--- config.mk ---
export PLATFORM = sky130hd
export DESIGN_NAME = vga_text_renderer_flat
export DESIGN_NICKNAME = d
export VERILOG_FILES = /design/src/rtl/vga_text_renderer_if.sv /design/src/rtl/vga_text_renderer.sv /design/src/flat_wrapper.sv
export SDC_FILE = /design/constraint.sdc
export NUM_CORES = 1
export LEC_CHECK = 0
export BUFFER_PORTS_ARGS = -buffer_cell sky130_fd_sc_hd__buf_2
export CAP_MARGIN = 40
export CORE_AREA = 4 4 79 81
export CTS_BUF_LIST = sky130_fd_sc_hd__clkbuf_16
export DETAILED_ROUTE_END_ITERATION = 12
export DIE_AREA = 0 0 83 85
export PLACE_DENSITY = 0.75
export SYNTH_ARGS = -nofsm -noshare
export SYNTH_HDL_FRONTEND = slang
export SYNTH_SLANG_ARGS = --single-unit
--- constraint.sdc ---
create_clock -name clk -period 1.9 [get_ports clk]
set_input_delay 0.095 -clock clk [delete_from_list [all_inputs] [get_ports clk]]
set_output_delay 0.095 -clock clk [all_outputs]
set_load 0.05 [all_outputs]
--- src/rtl/vga_text_renderer_if.sv ---
// Scanner, text RAM, font ROM and cursor-register signals of the text renderer.
// slave is the renderer side; master is the surrounding scanner/memory/CPU side.
interface vga_text_renderer_if;
  logic [9:0]  HAddr;
  logic [8:0]  VAddr;
  logic        frameStart;
  logic [11:0] charAddr;
  logic [15:0] charData;
  logic [11:0] fontAddr;
  logic [7:0]  fontData;
  logic        cursorWe;
  logic [12:0] cursorDin;
  logic [12:0] cursorReg;
  logic [11:0] videoIn;

  modport master (
    output HAddr, VAddr, frameStart, charData, fontData, cursorWe, cursorDin,
    input  charAddr, fontAddr, cursorReg, videoIn
  );

  modport slave (
    input  HAddr, VAddr, frameStart, charData, fontData, cursorWe, cursorDin,
    output charAddr, fontAddr, cursorReg, videoIn
  );
endinterface

--- src/rtl/vga_text_renderer.sv ---
// 80x30 text-mode pixel source with blinking cursor; pixel out 2 cycles after its coordinate.
// Fixed one-pixel-per-cycle pipeline, no stalls and no backpressure.
module vga_text_renderer #(
  parameter int COLS         = 80,
  parameter int ROWS         = 30,
  parameter int BLINK_FRAMES = 30
) (
  input logic                 clk,
  input logic                 rst_n,
  vga_text_renderer_if.slave  bus
);
  localparam logic [9:0] H_ACTIVE = 10'(COLS * 8);
  localparam logic [8:0] V_ACTIVE = 9'(ROWS * 16);
  localparam int         BW       = (BLINK_FRAMES > 1) ? $clog2(BLINK_FRAMES) : 1;
  localparam logic [BW-1:0] BLINK_LAST = BW'(BLINK_FRAMES - 1);

  logic [6:0]    col;
  logic [4:0]    row;
  logic          in_range0, hit0;
  logic [2:0]    xbit1, xbit2;
  logic [3:0]    grow1;
  logic          in_range1, hit1, in_range2, hit2;
  logic [3:0]    fg2, bg2;
  logic [12:0]   cursor_q;
  logic [BW-1:0] blink_cnt;
  logic          blink_on;
  logic          pix_bit;

  function automatic logic [11:0] pal(input logic [3:0] idx);
    case (idx)
      4'h0: pal = 12'h000;  4'h1: pal = 12'h00A;  4'h2: pal = 12'h0A0;  4'h3: pal = 12'h0AA;
      4'h4: pal = 12'hA00;  4'h5: pal = 12'hA0A;  4'h6: pal = 12'hA50;  4'h7: pal = 12'hAAA;
      4'h8: pal = 12'h555;  4'h9: pal = 12'h55F;  4'hA: pal = 12'h5F5;  4'hB: pal = 12'h5FF;
      4'hC: pal = 12'hF55;  4'hD: pal = 12'hF5F;  4'hE: pal = 12'hFF5;  default: pal = 12'hFFF;
    endcase
  endfunction

  // Stage 0: cell lookup and cursor match straight off the scanner coordinates.
  assign col       = bus.HAddr[9:3];
  assign row       = bus.VAddr[8:4];
  assign bus.charAddr = 12'({row, 6'b0}) + 12'({row, 4'b0}) + 12'(col);
  assign in_range0 = (bus.HAddr < H_ACTIVE) && (bus.VAddr < V_ACTIVE);
  assign hit0      = cursor_q[12] && (col == cursor_q[6:0]) && (row == cursor_q[11:7])
                     && (bus.VAddr[3:0] >= 4'd14);

  always_ff @(posedge clk or negedge rst_n) begin
    if (!rst_n) begin
      xbit1     <= '0;
      grow1     <= '0;
      in_range1 <= 1'b0;
      hit1      <= 1'b0;
    end else begin
      xbit1     <= bus.HAddr[2:0];
      grow1     <= bus.VAddr[3:0];
      in_range1 <= in_range0;
      hit1      <= hit0;
    end
  end

  // Stage 1: character word is back from RAM; form the glyph-row address.
  assign bus.fontAddr = {bus.charData[7:0], grow1};

  always_ff @(posedge clk or negedge rst_n) begin
    if (!rst_n) begin
      fg2       <= '0;
      bg2       <= '0;
      xbit2     <= '0;
      in_range2 <= 1'b0;
      hit2      <= 1'b0;
    end else begin
      fg2       <= bus.charData[11:8];
      bg2       <= bus.charData[15:12];
      xbit2     <= xbit1;
      in_range2 <= in_range1;
      hit2      <= hit1;
    end
  end

  // Stage 2: glyph row is back from ROM; bit 7 is the leftmost pixel, hence ~xbit2.
  assign pix_bit     = bus.fontData[~xbit2] ^ (hit2 & blink_on);
  assign bus.videoIn = in_range2 ? pal(pix_bit ? fg2 : bg2) : 12'h000;

  always_ff @(posedge clk or negedge rst_n) begin
    if (!rst_n) begin
      cursor_q <= '0;
    end else if (bus.cursorWe) begin
      cursor_q <= bus.cursorDin;
    end
  end

  assign bus.cursorReg = cursor_q;

  always_ff @(posedge clk or negedge rst_n) begin
    if (!rst_n) begin
      blink_cnt <= '0;
      blink_on  <= 1'b1;
    end else if (bus.frameStart) begin
      if (blink_cnt == BLINK_LAST) begin
        blink_cnt <= '0;
        blink_on  <= ~blink_on;
      end else begin
        blink_cnt <= blink_cnt + 1'b1;
      end
    end
  end
endmodule

--- src/flat_wrapper.sv ---
// flat-port wrapper written by rule: the top's interface ports become plain ports
module vga_text_renderer_flat 
#(
  parameter int COLS         = 80,
  parameter int ROWS         = 30,
  parameter int BLINK_FRAMES = 30
)
  (clk, rst_n, bus_HAddr, bus_VAddr, bus_frameStart, bus_charData, bus_fontData, bus_cursorWe, bus_cursorDin, bus_charAddr, bus_fontAddr, bus_cursorReg, bus_videoIn);
  vga_text_renderer_if bus_i ();
  input logic clk;
  input logic rst_n;
  input wire logic [$bits(bus_i.HAddr)-1:0] bus_HAddr;
  input wire logic [$bits(bus_i.VAddr)-1:0] bus_VAddr;
  input wire logic [$bits(bus_i.frameStart)-1:0] bus_frameStart;
  input wire logic [$bits(bus_i.charData)-1:0] bus_charData;
  input wire logic [$bits(bus_i.fontData)-1:0] bus_fontData;
  input wire logic [$bits(bus_i.cursorWe)-1:0] bus_cursorWe;
  input wire logic [$bits(bus_i.cursorDin)-1:0] bus_cursorDin;
  output wire logic [$bits(bus_i.charAddr)-1:0] bus_charAddr;
  output wire logic [$bits(bus_i.fontAddr)-1:0] bus_fontAddr;
  output wire logic [$bits(bus_i.cursorReg)-1:0] bus_cursorReg;
  output wire logic [$bits(bus_i.videoIn)-1:0] bus_videoIn;
  assign bus_i.HAddr = bus_HAddr;
  assign bus_i.VAddr = bus_VAddr;
  assign bus_i.frameStart = bus_frameStart;
  assign bus_i.charData = bus_charData;
  assign bus_i.fontData = bus_fontData;
  assign bus_i.cursorWe = bus_cursorWe;
  assign bus_i.cursorDin = bus_cursorDin;
  assign bus_charAddr = bus_i.charAddr;
  assign bus_fontAddr = bus_i.fontAddr;
  assign bus_cursorReg = bus_i.cursorReg;
  assign bus_videoIn = bus_i.videoIn;
  vga_text_renderer #(.COLS(COLS), .ROWS(ROWS), .BLINK_FRAMES(BLINK_FRAMES)) u_core (.clk(clk), .rst_n(rst_n), .bus(bus_i));
endmodule
==> impl_results.html <==
<table>
<tr><th>Metric</th><th>Value</th></tr>
<tr><th colspan="2">Run</th></tr>
<tr><td>Max-Cap Viols</td><td>0</td></tr>
<tr><th colspan="2">STA</th></tr>
<tr><td>Final Cycle Share</td><td>1.260</td></tr>
<tr><td>Final setup violation count</td><td>16</td></tr>
<tr><td>Final hold violations</td><td>0</td></tr>
<tr><td>Worst Skew</td><td>0.002552 ns</td></tr>
<tr><td>Timing-limited maximum frequency</td><td>around 0.42 GHz</td></tr>
<tr><td>Max-slew violation count</td><td>0</td></tr>
<tr><td>Crit path setup slack, layout</td><td>-0.4931 ns</td></tr>
<tr><td>Max-slew headroom</td><td>0.6523</td></tr>
<tr><td>Worst slew pin tran</td><td>roughly 0.52 ns</td></tr>
<tr><td>Setup_tns</td><td>-5.649 ns</td></tr>
<tr><td>Post-route minimum period</td><td>2.393 ns</td></tr>
<tr><td>RSZ-0062 raised after global routing</td><td>yes</td></tr>
<tr><th colspan="2">Route</th></tr>
<tr><td>Remaining design rule violation count</td><td>0</td></tr>
<tr><td>Vias per inst</td><td>5.020</td></tr>
<tr><td>Number of routed nets with antenna violations</td><td>0</td></tr>
<tr><td>Detailed-router iteration count before antenna repair</td><td>4</td></tr>
<tr><td>Average wire per standard cell</td><td>15.11 um</td></tr>
<tr><td>Vias after detailed routing</td><td>about 2.0k</td></tr>
<tr><td>Number of DRC markers in iteration 0</td><td>slightly below 90</td></tr>
<tr><td>Sum of routed wire length over all layers</td><td>~5.9 mm</td></tr>
<tr><th colspan="2">Synthesis</th></tr>
<tr><td>EDFF count, synth</td><td>0</td></tr>
<tr><td>Synthesis Warnings</td><td>0</td></tr>
<tr><td>Flops &amp; latches, synth</td><td>41</td></tr>
<tr><td>Post-Synthesis Cells</td><td>205</td></tr>
<tr><td>Average size of a mapped cell</td><td>11.14 um2</td></tr>
<tr><td>Most used DFF post-synth</td><td>sky130_fd_sc_hd__dfrtp_1</td></tr>
<tr><td>Fraction of registers with async set/reset</td><td>1.000</td></tr>
<tr><td>Synthesized Nets</td><td>278</td></tr>
<tr><td>Number of distinct standard cells referenced by the synthesized netlist</td><td>45</td></tr>
<tr><td>Combined area of all synthesized cells</td><td>about 2300 um2</td></tr>
<tr><td>Part of the Yosys area used for sequential elements</td><td>0.4499</td></tr>
<tr><th colspan="2">Floorplan</th></tr>
<tr><td>I/O pin total</td><td>109</td></tr>
<tr><td>Initial core utilization</td><td>0.4172</td></tr>
<tr><td>Site row count</td><td>27</td></tr>
<tr><td>Core area</td><td>5473 um2</td></tr>
<tr><td>Floorplan die width</td><td>83 um</td></tr>
<tr><td>Die height</td><td>85 um</td></tr>
<tr><td>Total Die Area</td><td>7055 um2</td></tr>
<tr><th colspan="2">Cells and area</th></tr>
<tr><td>Fraction of final layout cells with drive strength greater than 1</td><td>0.4922</td></tr>
<tr><td>Area growth syn-to-layout</td><td>47.95%</td></tr>
<tr><td>Number of non-filler instances in the completed layout</td><td>about 390</td></tr>
<tr><td>Final standard cell area without fillers</td><td>3378 um2</td></tr>
<tr><td>Layout filler cell count</td><td>448</td></tr>
<tr><td>Final core utilization</td><td>0.6173</td></tr>
<tr><td>Nets</td><td>between 300 and 400</td></tr>
<tr><td>Number of diodes</td><td>0</td></tr>
<tr><th colspan="2">Clock network</th></tr>
<tr><td>Clock H-tree levels</td><td>2</td></tr>
<tr><td>Clk_lat worst skew</td><td>approximately 0.28 ns</td></tr>
<tr><td>Clk sinks</td><td>approximately 40</td></tr>
<tr><td>TritonCTS clock tree</td><td>built</td></tr>
<tr><td>Clock Tree Buf Depth</td><td>2</td></tr>
<tr><td>Number of CTS-inserted buffers</td><td>5</td></tr>
<tr><td>Root buf cell</td><td>sky130_fd_sc_hd__clkbuf_16</td></tr>
<tr><td>Clk slew on worst S/H paths</td><td>0.06 ns</td></tr>
<tr><th colspan="2">Status</th></tr>
<tr><td>Result of the run</td><td>finished with violations</td></tr>
<tr><td>Failing checks</td><td>negative setup slack</td></tr>
<tr><th colspan="2">Critical path</th></tr>
<tr><td>Startpoint kind of the worst setup timing path</td><td>flip-flop</td></tr>
<tr><td>Endpoint required time on the critical path</td><td>1.80 ns</td></tr>
<tr><td>Type of destination of the critical path</td><td>output port</td></tr>
<tr><td>FF-to-FF Start</td><td>u_core.blink_cnt[1]</td></tr>
<tr><td>Launching element of the worst setup path</td><td>u_core.xbit2[0]</td></tr>
<tr><td>Data arrival at the endpoint of the critical path</td><td>2.30 ns</td></tr>
<tr><td>WS Path Type</td><td>reg -&gt; out</td></tr>
<tr><td>Critical-path maximum fanout</td><td>4</td></tr>
<tr><th colspan="2">Place</th></tr>
<tr><td>HPWL Detailed</td><td>4.295 mm</td></tr>
<tr><td>Post-Place Setup Slack</td><td>-0.3964 ns</td></tr>
<tr><td>Placement Cell Area</td><td>roughly 2900 um2</td></tr>
<tr><td>Count of port buffers added during placement</td><td>92</td></tr>
<tr><td>Final weighted congestion in routability-driven placement</td><td>0.8152</td></tr>
<tr><td>Instance count after placement with tap cells included</td><td>365</td></tr>
<tr><th colspan="2">Pwr</th></tr>
<tr><td>Sequential fraction of design power</td><td>0.344</td></tr>
<tr><td>Cell Int Power</td><td>0.002063 W</td></tr>
<tr><td>Combinational group share of total power</td><td>0.360</td></tr>
<tr><td>VDD IR max</td><td>0.6371 mV</td></tr>
<tr><td>Net switching component of the power</td><td>0.001105 W</td></tr>
<tr><td>Leakage dissipation</td><td>1.605 nW</td></tr>
<tr><td>Clock power frac</td><td>0.296</td></tr>
<tr><td>Switching power share of the total</td><td>0.3488</td></tr>
<tr><td>Power per unit of standard cell area</td><td>937.8 nW/um2</td></tr>
<tr><th colspan="2">GRT</th></tr>
<tr><td>Vias in the first global route</td><td>2052</td></tr>
<tr><td>Residual overflow from global routing</td><td>0</td></tr>
<tr><td>Maximum number of pins on one net before global-route repair</td><td>42</td></tr>
<tr><td>Antenna violations before repair</td><td>0</td></tr>
<tr><td>Total routing resource utilization after global routing</td><td>0.1711</td></tr>
<tr><td>First-pass GRT wire length</td><td>9.798 mm</td></tr>
<tr><th colspan="2">Worst hold path</th></tr>
<tr><td>Hold wc startpoint</td><td>bus_cursorDin[8]</td></tr>
<tr><td>Classification of the worst-slack hold path</td><td>in -&gt; reg</td></tr>
</table>
==> cells in the mapped netlist (2+ instances only) <==
library cell	n	share of area
sky130_fd_sc_hd__mux2_2	13	0.064
sky130_fd_sc_hd__nand3_1	2	0.0044
sky130_fd_sc_hd__nand2b_1	2	0.0055
sky130_fd_sc_hd__a21oi_1	5	0.011
sky130_fd_sc_hd__nor3b_1	5	0.016
sky130_fd_sc_hd__xor2_1	5	0.019
sky130_fd_sc_hd__xnor2_1	10	0.038
sky130_fd_sc_hd__nor4_1	3	0.0082
sky130_fd_sc_hd__mux4_2	2	0.020
sky130_fd_sc_hd__o21ai_0	3	0.0066
sky130_fd_sc_hd__ha_1	11	0.060
sky130_fd_sc_hd__dfrtp_1	40	0.44
sky130_fd_sc_hd__or3_1	4	0.011
sky130_fd_sc_hd__buf_4	19	0.062
sky130_fd_sc_hd__fa_1	2	0.018
sky130_fd_sc_hd__o2111ai_1	3	0.012
sky130_fd_sc_hd__nor4b_1	2	0.0077
sky130_fd_sc_hd__nand4_1	12	0.033
sky130_fd_sc_hd__or3_2	3	0.0099
sky130_fd_sc_hd__nand2_1	11	0.018
sky130_fd_sc_hd__nor2_1	6	0.0099
sky130_fd_sc_hd__o22ai_1	2	0.0055
sky130_fd_sc_hd__clkbuf_1	3	0.0049
sky130_fd_sc_hd__inv_1	16	0.026
==> area by class of cell <==
| type | count | area (um2) | area share |
|---|---|---|---|
| clock buffer | 5 | 125.1 | 0.03704 |
| sequential | 41 | 1027 | 0.3041 |
| multi-input combinational | 124 | 1105 | 0.3270 |
| tap | 72 | 90.09 | 0.02667 |
| timing repair buffer | 130 | 927.1 | 0.2744 |
| inverter | 16 | 62.56 | 0.01852 |
| clock inverter | 3 | 41.29 | 0.01222 |
==> placed cells by master (no fill, tap or decap), types with 5 or more instances in the layout <==
cell type | synthesis | layout
sky130_fd_sc_hd__buf_2 | 0 | 73
sky130_fd_sc_hd__dfrtp_1 | 40 | 40
sky130_fd_sc_hd__buf_4 | 19 | 20
sky130_fd_sc_hd__buf_6 | 1 | 17
sky130_fd_sc_hd__dlygate4sd3_1 | 0 | 16
sky130_fd_sc_hd__inv_1 | 16 | 13
sky130_fd_sc_hd__mux2_2 | 13 | 13
sky130_fd_sc_hd__nand4_1 | 12 | 12
sky130_fd_sc_hd__nand2_1 | 11 | 11
sky130_fd_sc_hd__ha_1 | 11 | 11
sky130_fd_sc_hd__xnor2_1 | 10 | 8
sky130_fd_sc_hd__nor2_1 | 6 | 5
sky130_fd_sc_hd__nor3b_1 | 5 | 5
sky130_fd_sc_hd__xor2_1 | 5 | 5
sky130_fd_sc_hd__clkbuf_16 | 0 | 5
==> path summary, 6_finish.rpt <==
| path | endpoint | slack, ns | cells after the start |
|---|---|---|---|
| setup / recovery | bus_videoIn[6] | -0.49 | 5 |
| min in group asynchronous | u_core.grow1[2] | 0.41 | 3 |
| hold reg to reg | u_core.hit2 | 0.35 | 0 |
| hold / removal | u_core.bus.cursorReg[8] | 0.05 | 2 |
| setup reg to reg | u_core.blink_cnt[2] | 0.59 | 6 |
| max in group asynchronous | u_core.blink_on | 1.12 | 3 |
==> per-stage QoR <==
stage               hold slack (ns)  total power (W)
global route                0.04623         0.003345
finish                      0.04547         0.003168
detailed placement           0.1904         0.002100
global placement             0.1904         0.002069
CTS                         0.04069         0.003180
floorplan                   -0.2006         0.001876
==> state kept, by name (all words and copies together) (netlist names) <==
| name | count |
|---|---|
| u_core.bg2 | 4 |
| u_core.blink_cnt | 5 |
| u_core.blink_on | 1 |
| u_core.bus.cursorReg | 13 |
| u_core.fg2 | 4 |
| u_core.grow1 | 4 |
| u_core.hit1 | 1 |
| u_core.hit2 | 1 |
| u_core.in_range1 | 1 |
| u_core.in_range2 | 1 |
| u_core.xbit1 | 3 |
| u_core.xbit2 | 3 |
==> power groups by stage <==
stage | Combinational (W) | Sequential, W | Clock (W)
final | 0.00114 | 0.00109 | 0.000939
after global routing | 0.00123 | 0.00111 | 0.00101
after CTS | 0.00112 | 0.00109 | 0.000968
after detailed placement | 0.000998 | 0.00110 | 0
after global placement | 0.000974 | 0.00110 | 0
after floorplan | 0.000681 | 0.00119 | 0
==> per-layer routing <==
layer | part of all wire | track usage
met1 | 0.42 | 0.2117
met2 | 0.51 | 0.2937
met3 | 0.052 | 0.03689
met4 | 0.014 | 0.06389
met5 | 0 | 0
==> worst max-delay path, stage by stage, from the launching register on <==
cell and delay [ns]:
sky130_fd_sc_hd__dfrtp_1 0.39, sky130_fd_sc_hd__mux4_2 0.54, sky130_fd_sc_hd__mux2i_4 0.21, sky130_fd_sc_hd__mux2_1 0.34, sky130_fd_sc_hd__or3_4 0.38, sky130_fd_sc_hd__buf_6 0.16
==> timing repair <==
action | 4_1_cts | 5_1_grt
resized for setup | 44 | 5
endpoints found under the hold margin | 55 | 0
hold buffers | 16 | 0
pin swaps | 11 | 9
setup endpoints to repair | 16 | 16
setup buffers | 3 | 1
==> cell families (layout without fill, tap and decap cells) <==
| family | Yosys count | in the layout | share of synthesized area |
|---|---|---|---|
| buffers and inverters | 40 | 154 | 0.1003 |
| AND/OR/NAND/NOR | 58 | 58 | 0.1518 |
| AO/OA/AOI/OAI | 20 | 20 | 0.05973 |
| multiplexers | 18 | 18 | 0.1030 |
| XOR/XNOR | 15 | 15 | 0.05753 |
| adder cells (fa/ha/maj) | 13 | 13 | 0.07781 |
| flip-flops | 41 | 41 | 0.4499 |
(Power assumes the default switching activity.)
